[src/rtl/hazard_pkg.sv]
// Shared encodings, pipeline record type and lookup helpers for the hazard controller.
package hazard_pkg;

    localparam int unsigned REG_W  = 5;
    localparam int unsigned TNEW_W = 2;
    localparam int unsigned FD_W   = 3;
    localparam int unsigned FE_W   = 2;
    localparam int unsigned CNT_W  = 32;

    typedef enum logic [1:0] {
        CLS_NONE = 2'd0,
        CLS_ALU  = 2'd1,
        CLS_LOAD = 2'd2,
        CLS_LINK = 2'd3
    } cls_e;

    localparam logic [FD_W-1:0] FD_RF    = 3'd0;
    localparam logic [FD_W-1:0] FD_W_DAT = 3'd1;
    localparam logic [FD_W-1:0] FD_ALU_M = 3'd2;
    localparam logic [FD_W-1:0] FD_PC8_M = 3'd3;
    localparam logic [FD_W-1:0] FD_PC8_E = 3'd4;

    localparam logic [FE_W-1:0] FE_OWN   = 2'd0;
    localparam logic [FE_W-1:0] FE_W_DAT = 2'd1;
    localparam logic [FE_W-1:0] FE_ALU_M = 2'd2;
    localparam logic [FE_W-1:0] FE_PC8_M = 2'd3;

    typedef struct packed {
        logic [REG_W-1:0]  rs;
        logic [REG_W-1:0]  rt;
        logic [REG_W-1:0]  wa;
        cls_e              cls;
        logic [TNEW_W-1:0] tnew;
    } rec_t;

    // Cycles until the result exists, measured from the E stage.
    function automatic logic [TNEW_W-1:0] tnew_of(input cls_e cls);
        case (cls)
            CLS_ALU:  return TNEW_W'(1);
            CLS_LOAD: return TNEW_W'(2);
            default:  return TNEW_W'(0);
        endcase
    endfunction

    // $0 and non-writing records never produce a match.
    function automatic logic hit(input rec_t r, input logic [REG_W-1:0] a);
        return (r.wa != '0) && (r.cls != CLS_NONE) && (r.wa == a);
    endfunction

    function automatic logic [FD_W-1:0] d_sel(input rec_t e, input rec_t m,
                                              input rec_t w, input logic [REG_W-1:0] a);
        if (hit(e, a)) begin
            return (e.cls == CLS_LINK && e.tnew == '0) ? FD_PC8_E : FD_RF;
        end else if (hit(m, a)) begin
            if (m.tnew != '0)         return FD_RF;
            else if (m.cls == CLS_ALU)  return FD_ALU_M;
            else if (m.cls == CLS_LINK) return FD_PC8_M;
            else                        return FD_RF;
        end else if (hit(w, a)) begin
            return FD_W_DAT;
        end
        return FD_RF;
    endfunction

    function automatic logic [FE_W-1:0] e_sel(input rec_t m, input rec_t w,
                                              input logic [REG_W-1:0] a);
        if (hit(m, a) && m.cls == CLS_ALU)       return FE_ALU_M;
        else if (hit(m, a) && m.cls == CLS_LINK) return FE_PC8_M;
        else if (hit(w, a))                      return FE_W_DAT;
        return FE_OWN;
    endfunction

endpackage

[src/rtl/hazard_stage_reg.sv]
// One pipeline record register with bubble insertion and saturating tnew decrement.
module hazard_stage_reg
    import hazard_pkg::*;
(
    input  logic clk,
    input  logic reset,
    input  logic bubble,
    input  logic dec,
    input  rec_t d,
    output rec_t q
);

    rec_t nxt;

    always_comb begin
        nxt = d;
        if (dec && d.tnew != '0) begin
            nxt.tnew = d.tnew - TNEW_W'(1);
        end
        if (bubble) begin
            nxt = '0;
        end
    end

    always_ff @(posedge clk or negedge reset) begin
        if (!reset) begin
            q <= '0;
        end else begin
            q <= nxt;
        end
    end

endmodule

[src/rtl/hazard_ctrl.sv]
// Pipeline hazard controller: stall detection, D/E/M forwarding selects, stall counter.
module hazard_ctrl
    import hazard_pkg::*;
(
    input  logic              clk,
    input  logic              reset,
    input  logic [REG_W-1:0]  rs_D,
    input  logic [REG_W-1:0]  rt_D,
    input  logic              rs_use_D,
    input  logic              rt_use_D,
    input  logic [1:0]        tuse_rs_D,
    input  logic [1:0]        tuse_rt_D,
    input  logic [REG_W-1:0]  wa_D,
    input  logic [1:0]        wcls_D,
    output logic [FD_W-1:0]   f_rs_d,
    output logic [FD_W-1:0]   f_rt_d,
    output logic [FE_W-1:0]   f_rs_e,
    output logic [FE_W-1:0]   f_rt_e,
    output logic              f_rt_m,
    output logic              stall,
    output logic [CNT_W-1:0]  stall_cnt
);

    rec_t d_rec;
    rec_t e_rec;
    rec_t m_rec;
    rec_t w_rec;

    always_comb begin
        d_rec      = '0;
        d_rec.rs   = rs_D;
        d_rec.rt   = rt_D;
        d_rec.wa   = wa_D;
        d_rec.cls  = cls_e'(wcls_D);
        d_rec.tnew = tnew_of(cls_e'(wcls_D));
    end

    hazard_stage_reg u_e (.clk(clk), .reset(reset), .bubble(stall), .dec(1'b0), .d(d_rec), .q(e_rec));
    hazard_stage_reg u_m (.clk(clk), .reset(reset), .bubble(1'b0),  .dec(1'b1), .d(e_rec), .q(m_rec));
    hazard_stage_reg u_w (.clk(clk), .reset(reset), .bubble(1'b0),  .dec(1'b1), .d(m_rec), .q(w_rec));

    // Both operands are OR-ed into one stall, so a double hazard costs a single cycle per cycle.
    always_comb begin
        stall = 1'b0;
        if (rs_use_D && ((hit(e_rec, rs_D) && e_rec.tnew > tuse_rs_D) ||
                         (hit(m_rec, rs_D) && m_rec.tnew > tuse_rs_D))) begin
            stall = 1'b1;
        end
        if (rt_use_D && ((hit(e_rec, rt_D) && e_rec.tnew > tuse_rt_D) ||
                         (hit(m_rec, rt_D) && m_rec.tnew > tuse_rt_D))) begin
            stall = 1'b1;
        end
    end

    always_comb begin
        f_rs_d = d_sel(e_rec, m_rec, w_rec, rs_D);
        f_rt_d = d_sel(e_rec, m_rec, w_rec, rt_D);
        f_rs_e = e_sel(m_rec, w_rec, e_rec.rs);
        f_rt_e = e_sel(m_rec, w_rec, e_rec.rt);
        f_rt_m = hit(w_rec, m_rec.rt);
    end

    always_ff @(posedge clk or negedge reset) begin
        if (!reset) begin
            stall_cnt <= '0;
        end else if (stall && stall_cnt != '1) begin
            stall_cnt <= stall_cnt + CNT_W'(1);
        end
    end

    // Source fields of the older records are carried for completeness but not consulted.
    logic unused_fields;
    assign unused_fields = ^{m_rec.rs, w_rec.rs, w_rec.rt, w_rec.tnew};

endmodule

[config.mk]
export PLATFORM = sky130hd
export DESIGN_NAME = hazard_ctrl
export DESIGN_NICKNAME = d
export VERILOG_FILES = /design/src/rtl/hazard_pkg.sv /design/src/rtl/hazard_stage_reg.sv /design/src/rtl/hazard_ctrl.sv
export SDC_FILE = /design/constraint.sdc
export NUM_CORES = 1
export LEC_CHECK = 0
export BUFFER_PORTS_ARGS = -buffer_cell sky130_fd_sc_hd__buf_2
export CAP_MARGIN = 20
export CORE_UTILIZATION = 56
export CTS_CLUSTER_DIAMETER = 120
export DETAILED_ROUTE_END_ITERATION = 8
export PLACE_DENSITY_LB_ADDON = 0.05
export REMOVE_ABC_BUFFERS = 1
export SKIP_LAST_GASP = 1
export SLEW_MARGIN = 10
export SYNTH_ARGS = -nofsm -noshare
export SYNTH_HDL_FRONTEND = slang
export SYNTH_HIERARCHICAL = 1
export SYNTH_SLANG_ARGS = --single-unit
[constraint.sdc]
create_clock -name clk -period 2.9 [get_ports clk]
set_input_delay 0.145 -clock clk [delete_from_list [all_inputs] [get_ports clk]]
set_output_delay 0.145 -clock clk [all_outputs]
set_load 0.005 [all_outputs]
Word-level counts from Yosys, hierarchy flattened
Cells that the tools add are included.
{ "word_totals": {"regBits": 72, "input_bits": 25, "output_inout_bits": 44, "wordCells": 109} }
{ "op_classes": {"add_sub_neg": 2, "magnitude_cmp": 4, "n_eq_ne": 17, "n_mux": 37, "n_reduce_logical": 37} }
{ "op_table": {"columns": ["cell", "count"], "rows": [
  ["== test 5 bit", 11],
  ["two-way mux 3 bit", 11],
  ["adder 32 x 1 -> 32 bit, second input constant", 1],
  ["!= test 32 bit, second input constant", 1],
  ["logical AND 1 bit", 26],
  ["two-way mux 2 bit", 10],
  ["two-way mux 19 bit", 1],
  ["nonzero test 5 bit", 3],
  ["two-way mux 1 bit", 14],
  ["nonzero test 2 bit", 5],
  ["greater-than comparator 2 bit", 4],
  ["== test 2 bit, second input constant", 3],
  ["== test 2 x 1 -> 1 bit, second input constant", 2],
  ["one-hot mux 2 bit (2 select lines)", 1],
  ["logical NOT 2 bit", 1],
  ["logical OR 1 bit", 2],
  ["subtractor 2 x 1 -> 2 bit, second input constant", 1]
]} }

Depth between registers and ports, before layout
Gate-level depths: netlist of run 1.
{ "depth": {"word_depth": 9, "mapped_depth": 11} }

Hierarchy
Netlist of run 1, hierarchy kept.
{ "modules_own_cells": {"columns": ["module", "n_inst", "cells_per_inst", "area_each_um2"], "rows": [
  ["hazard_ctrl", 1, 303, 2690.1],
  ["hazard_stage_reg", 3, 47, 673.1]
]} }

Worst setup path after synthesis of run 1
OpenSTA, ideal clock, no wires.
{ "synth_path": {"path_kind": "flip-flop to flip-flop", "start": "register u_m/q[5] (netlist name)", "end": "register u_e/q[1] (netlist name)", "setup_time_ps": 95, "arrival_ps": 2485, "t_required_ps": 2805, "setup_slack_ps": 320, "stages_incl_launch_ff": 11, "n_path_buf": 4, "cell_sequence": "dfrtp_1 buf_6 or4_4 o22ai_4 nor4_2 a2111oi_4 buf_6 inv_1 buf_4 buf_8 o31ai_1"} }
{ "synth_rtl": {"columns": ["item", "line", "text"], "rows": [
  ["start: declaration", "hazard_stage_reg.sv:10", "output rec_t q"],
  ["start signal: assignment", "hazard_stage_reg.sv:29", "q <= nxt;"],
  ["end signal: assignment", "hazard_stage_reg.sv:29", null],
  ["end: declaration", "hazard_stage_reg.sv:10", null]
]} }

Worst setup path in the final report of run 1
{ "layout_path": {"start": "register u_m/q[6] (netlist name)", "end": "output port stall"} }
{ "layout_between": {"elab_chain_cells": 8, "word_cells_on_any_way": 14, "classes_between": "2 x eq/ne; 2 x mux; 10 x reduce/logical"} }
{ "layout_rtl": {"columns": ["item", "line", "text"], "rows": [
  ["nonzero test 5 bit", "hazard_pkg.sv:47", "return (r.wa != '0) && (r.cls != CLS_NONE) && (r.wa == a);"],
  ["logical AND 1 bit (2 in a row)", "hazard_pkg.sv:47", null],
  ["logical AND 1 bit", "hazard_ctrl.sv:46", "(hit(m_rec, rs_D) && m_rec.tnew > tuse_rs_D))) begin"],
  ["logical OR 1 bit", "hazard_ctrl.sv:45", "if (rs_use_D && ((hit(e_rec, rs_D) && e_rec.tnew > tuse_rs_D) ||"],
  ["logical AND 1 bit", "hazard_ctrl.sv:45", null],
  ["two-way mux 1 bit", "hazard_ctrl.sv:45", null],
  ["two-way mux 1 bit (*)", "hazard_ctrl.sv:49", "if (rt_use_D && ((hit(e_rec, rt_D) && e_rec.tnew > tuse_rt_D) ||"],
  ["end: declaration", "hazard_ctrl.sv:20", "output logic stall,"]
]} }
Mark *: on every way between the ends. The rest lies on a longest branch, timed or not.

==> results.py, run 1 <==
metrics = {
    "worst_setup_path": {
        "critical_path.startpoint_type": "flop",
        "rr_startpoint": "u_m/q[6]",
        "critPathSlowestCell": "or4_4",
        "worstSetupPathType": "flop to primary output",
        "cp-startpoint": "u_m/q[6]",
        "worstPathCellList": "or4_4 -> o22ai_4 -> nor4_2 -> a2111oi_4 -> inv_1 -> buf_2",
        "endpoint": "stall",
        "slowest_delay_ns": 0.58,
        "r2r_slack_ns": 0.43,
        "r2r_cells": 7,
        "r2r_end": "stall_cnt[28]",
        "worstPathArrival_ns": 2.48,
        "required_ns": 2.76,
        "path_delay_family": "simple AND/OR/NAND/NOR gates",
        "crit_fanout": 10,
        "path_buf_inv": 2,
        "end_kind": "primary output",
        "cp.depth": 6,
    },
    "grt": {
        "track_usage_pct": 24.5,
        "grt_overflow": 0,
        "antenna_found_initial": 0,
        "grt_pass1_wl_microns": 14300,
        "grt_pass1_vias": 2968,
        "grt_max_degree": 41,
    },
    "layout": {
        "syn_to_final_growth_pct": 14.1,
        "fillers": 586,
        "layout.nets": 509,
        "antenna_cells": 0,
        "drive_above_1_share_pct": 20.5,
        "final_cell_count_no_fill": 574,
    },
    "floorplanning": {
        "die_area_sq_um": 7710,
        "rows": 30,
        "die_y_microns": 87.8,
        "initial_core_util_pct": 59.4,
        "ios": 69,
        "die_w_microns": 87.8,
        "core_area_sq_um": 6940,
    },
    "clocking": {
        "ctsRootBufferMaster": "clkbuf_8",
        "hold_buffers": 1,
        "worstSkewPairLatency_ns": 0.34,
        "post-cts-setup-buffers": 0,
        "path_clk_slew_ns": 0.07,
        "cts_resized": 0,
        "cts_sinks": 72,
        "h-tree-depth": 3,
        "tritoncts": "yes",
        "cts_buffers": 9,
        "clock_path_buffers": 2,
    },
    "sta": {
        "fin_crit_ns": 2.63,
        "maxSlewViolCount": 0,
        "setup_ws_ns": 0.272,
        "hold_violations": 0,
        "tightestPinTransition_ns": 0.707,
        "relSlewSlack_pct": 52.3,
        "max_freq_mhz": 381,
        "setup-violations-final": 0,
        "rsz0062_at_grt": "false",
        "fin_skew_ns": 0.00922,
        "finalCritPeriodShare_pct": 90.6,
    },
    "power_and_ir_drop": {
        "power.switching_uw": 591,
        "power.share.combinational_pct": 13.0,
        "p_seq_share_pct": 51.7,
        "p_per_area_nw_per_um2": 465,
        "p_clk_share_pct": 35.3,
        "power.total_uw": 2190,
        "p_int_uw": 1590,
        "switching_share_pct": 27.0,
        "cellLeakagePower_uw": 0.00233,
        "ir_worst_vdd_mv": 0.347,
    },
    "place": {
        "post-place-cells": 557,
        "place_hpwl_microns": 6460,
        "portBuffers": 68,
        "dp_slack_ns": 0.417,
        "gp_congestion": 0.883,
    },
    "detailed_routing": {
        "routedWlPerCell_microns": 15.1,
        "drt_iter0_drc": 187,
        "firstDrtPassIters": 5,
        "ant_nets": 0,
        "viasPerCell": 5.31,
        "drc_errors": 0,
        "wl_microns": 8680,
        "via_count": 3050,
    },
    "worst_hold_path": {
        "hold_class": "input port to flop",
    },
    "synthesis": {
        "postSynthAreaPerCell_sq_um": 10.2,
        "synth_area_sq_um": 4120,
        "ys_warn_count": 6,
        "synth_cells": 403,
    },
    "outcome": {
        "status": "finished, final reports clean",
    },
    "run": {
        "max_cap_violations": 0,
    },
}
area by class of cell:
type / instances / area, sq um / share of cell area (%)
timing repair buffer: 75 / 408 / 8.67
inverter: 14 / 52.6 / 1.12
multi-input combinational: 301 / 2130 / 45.4
tap: 96 / 120 / 2.55
sequential: 72 / 1800 / 38.3
clock buffer: 11 / 131 / 2.79
clock inverter: 5 / 56.3 / 1.20
cells in the final DEF, fill, tap and decap left out, types with 2 or more instances in the layout:
master and instances:
dfrtp_1 72, buf_2 68, xor2_1 49, nor2b_1 43
xnor2_1 36, nand2_1 27, nor4_1 21, nand3_1 20
inv_1 14, nor3_1 14, nor2_1 13, ha_1 11
clkbuf_8 9, nand4_1 8, conb_1 8, and3_1 5
nor4b_1 5, buf_4 5, mux2_1 4, nor4_2 3
o21ai_0 3, o211ai_1 3, nor3b_1 3, or4_1 2
or3_1 2, a21oi_1 2, and4_1 2, clkinv_2 2
clkbuf_1 2, or4b_1 2, o31ai_1 2, and2b_4 2
layer usage:
| metal | vias to the layer above | GRT usage (%) | wire, microns |
|---|---|---|---|
| met3 | 10 | 3.02 | 419 |
| met2 | 87 | 39.9 | 4130 |
| li1 | 1506 | - | - |
| met4 | 0 | 8.94 | 102 |
| met5 | - | 0 | 0 |
| met1 | 1447 | 33.7 | 4020 |
sequential cells by signal, summed over array words and instances, names as in the netlist:
| register | count |
|---|---|
| u_e/q | 19 |
| stall_cnt | 32 |
| u_w/q | 7 |
| u_m/q | 14 |
worst min-delay path by stage:
stage,startpoint,endpoint,depth (start not counted)
after floorplan,reset,stall_cnt[0],0
after global placement,reset,u_w/q[4],2
after detailed placement,reset,u_w/q[4],2
after CTS,wa_D[4],u_e/q[8],2
after global routing,wa_D[2],u_e/q[6],2
final,wa_D[4],u_e/q[8],2
metrics by stage:
| stage | hold slack (ns) | util (%) | area (sq um) | TNS, ns |
|---|---|---|---|---|
| floorplan | -0.151 | - | 3980 | -9.22 |
| global placement | 0.205 | 64.9 | 4510 | 0 |
| detailed placement | 0.209 | 64.9 | 4510 | 0 |
| CTS | 0.0166 | 67.7 | 4700 | 0 |
| global route | 0.0320 | 67.7 | 4700 | 0 |
| finish | 0.0266 | 67.7 | 4700 | 0 |
worst reg2reg max path: cells and delay by family, from the launching register on:
kind | cells | cell delay [ns]
AND/OR/NAND/NOR | 3 | 0.76
AO/OA/AOI/OAI | 2 | 0.56
flip-flops | 1 | 0.49
multiplexers | 1 | 0.31
buffers and inverters | 1 | 0.24
power groups by stage:
stage          sequential, uW  combinational, uW  clock [uW]
2_1_floorplan            1130                179           0
3_3_place_gp             1150                272           0
3_5_place_dp             1150                286           0
4_1_cts                  1130                288         788
5_1_grt                  1140                324         826
6_report                 1130                285         772
Note: power is estimated with default switching activity, not from simulation.
==> run 2: changes to the inputs <==
Settings changed: RECOVER_POWER set to 50.
==> run 2 against run 1 <==
  * The run now ends with capacitance limit, slew limit left
  * Highest routed layer unchanged
  * Clock skew down 0.00061 ns
  * Hold slack worse by 0.0042 ns
  * Design area down 0.21%
  * Clock power about the same
  * Die area unchanged
  * Final cell count unchanged
  * Sequential power about the same
  * Register-to-register slack about the same
  * Worst setup slack worse by 0.0019 ns
  * Clock-buffer cell count unchanged
  * Fmax about the same
==> results.py, run 2 (synthesis results as in run 1) <==
metrics = {
    "outcome": {
        "status": "finished with violations",
        "violations": "capacitance limit, slew limit",
    },
    "layout": {
        "final_common_cell": "dfrtp_1",
        "layout.nets": 509,
        "mostFrequentLayoutCells": "dfrtp_1 (72), buf_2 (66), xor2_1 (49), nor2b_1 (43), xnor2_1 (36)",
        "multi_input_area_sq_um": 2130,
        "regArea_sq_um": 1800,
        "largest_register_ffs": 32,
        "fin_area_sq_um": 4690,
        "drive_above_1_share_pct": 19.7,
        "regMostFlops": "stall_cnt",
        "syn_to_final_growth_pct": 13.9,
        "fin_util_pct": 67.6,
        "fillers": 590,
        "top_regs": "stall_cnt x32, u_e/q x19, u_m/q x14",
        "antenna_cells": 0,
    },
    "floorplanning": {
        "die_w_microns": 87.8,
        "die_y_microns": 87.8,
        "die_area_sq_um": 7710,
        "rows": 30,
        "ios": 69,
        "core_area_sq_um": 6940,
        "initial_core_util_pct": 59.4,
    },
    "clocking": {
        "h-tree-depth": 3,
        "cts_buffers": 9,
        "path_clk_slew_ns": 0.07,
        "tritoncts": "yes",
        "ctsRootBufferMaster": "clkbuf_8",
        "cts_resized": 0,
        "post-cts-setup-buffers": 0,
        "worstSkewPairLatency_ns": 0.34,
        "clock_path_buffers": 2,
        "cts_sinks": 72,
        "hold_buffers": 1,
    },
    "sta": {
        "maxSlewViolCount": 74,
        "setup-violations-final": 0,
        "fin_crit_ns": 2.63,
        "max_freq_mhz": 380,
        "relSlewSlack_pct": -37.7,
        "fin_skew_ns": 0.00861,
        "rsz0062_at_grt": "false",
        "hold_violations": 0,
        "setup_ws_ns": 0.270,
        "finalCritPeriodShare_pct": 90.7,
        "tightestPinTransition_ns": 2.06,
    },
    "power_and_ir_drop": {
        "power.total_uw": 2190,
        "cellLeakagePower_uw": 0.00232,
        "p_per_area_nw_per_um2": 466,
        "ir_worst_vdd_mv": 0.347,
    },
    "detailed_routing": {
        "viasPerCell": 5.29,
        "wl_microns": 8680,
        "via_count": 3034,
        "routedWlPerCell_microns": 15.1,
        "ant_nets": 0,
        "drc_errors": 0,
        "drt_iter0_drc": 188,
        "firstDrtPassIters": 4,
    },
    "worst_setup_path": {
        "crit_fanout": 10,
        "end_kind": "primary output",
        "worstPathArrival_ns": 2.48,
        "required_ns": 2.76,
        "critical_path.startpoint_type": "flop",
        "worstSetupPathType": "flop to primary output",
    },
    "place": {
        "place_hpwl_microns": 6460,
        "dp_slack_ns": 0.417,
        "gp_congestion": 0.883,
        "postPlaceCellArea_sq_um": 4510,
        "portBuffers": 68,
    },
    "grt": {
        "grt_pass1_wl_microns": 14300,
        "use_met1_pct": 33.7,
        "antenna_found_initial": 0,
        "grt.met3_usage_pct": 3.02,
        "track_usage_pct": 24.5,
        "grt_overflow": 0,
        "grt_max_degree": 41,
        "grt_use_met2_pct": 39.9,
        "grt_pass1_vias": 2968,
        "grt.busiest_layer": "met2",
    },
    "worst_hold_path": {
        "hold_class": "input port to flop",
    },
    "run": {
        "max_cap_violations": 2,
    },
}
run 2: cell count changes in the layout (fill, tap and decap cells not counted), sizes merged:
cell | previous run | this run
buf | 74 | 70
clkbuf | 11 | 15
run 2: final timing paths:
| check | start | to | slack [ns] | cells past startpoint |
|---|---|---|---|---|
| worst max-delay path | u_e/q[5] | stall | 0.27 | 6 |
| max in group asynchronous | reset | stall_cnt[7] | 0.69 | 3 |
| worst max register to register | u_e/q[5] | stall_cnt[28] | 0.43 | 7 |
| min in group asynchronous | reset | u_w/q[4] | 0.90 | 3 |
| worst min-delay path | wa_D[4] | u_e/q[8] | 0.02 | 2 |
| worst min register to register | stall_cnt[27] | stall_cnt[27] | 0.49 | 1 |
run 2: critical path, stage by stage (launching register included):
cell,delay (ns)
dfrtp_1,0.43
or4_1,0.56
o22ai_2,0.21
nor4_2,0.12
a2111oi_4,0.40
inv_1,0.24
buf_2,0.18
run 2: routing by layer:
layer | vias to the layer above | share of wire [%]
li1 | 1504 | -
met1 | 1439 | 47
met2 | 80 | 47
met3 | 11 | 4.6
met4 | 0 | 1.5
met5 | - | 0
run 2: where the power goes:
part           total (uW)  internal, uW  switching (uW)
Clock                 774           398             376
Sequential           1130          1050            74.6
Combinational         283           141             142
Total                2190          1590             593
run 2: layout make-up:
| type | instances | share of cell area, % |
|---|---|---|
| multi-input combinational | 301 | 45.5 |
| sequential | 72 | 38.4 |
| timing repair buffer | 75 | 8.48 |
| clock buffer | 11 | 2.80 |
| tap | 96 | 2.56 |
| clock inverter | 5 | 1.20 |
| inverter | 14 | 1.12 |
run 2: metrics by stage:
step	TNS [ns]	hold WS, ns	std cells
after floorplan	-9.22	-0.151	387
after global placement	0	0.205	557
after detailed placement	0	0.209	557
after CTS	0	0.0166	574
after global routing	0	0.0320	574
final	0	0.0223	574
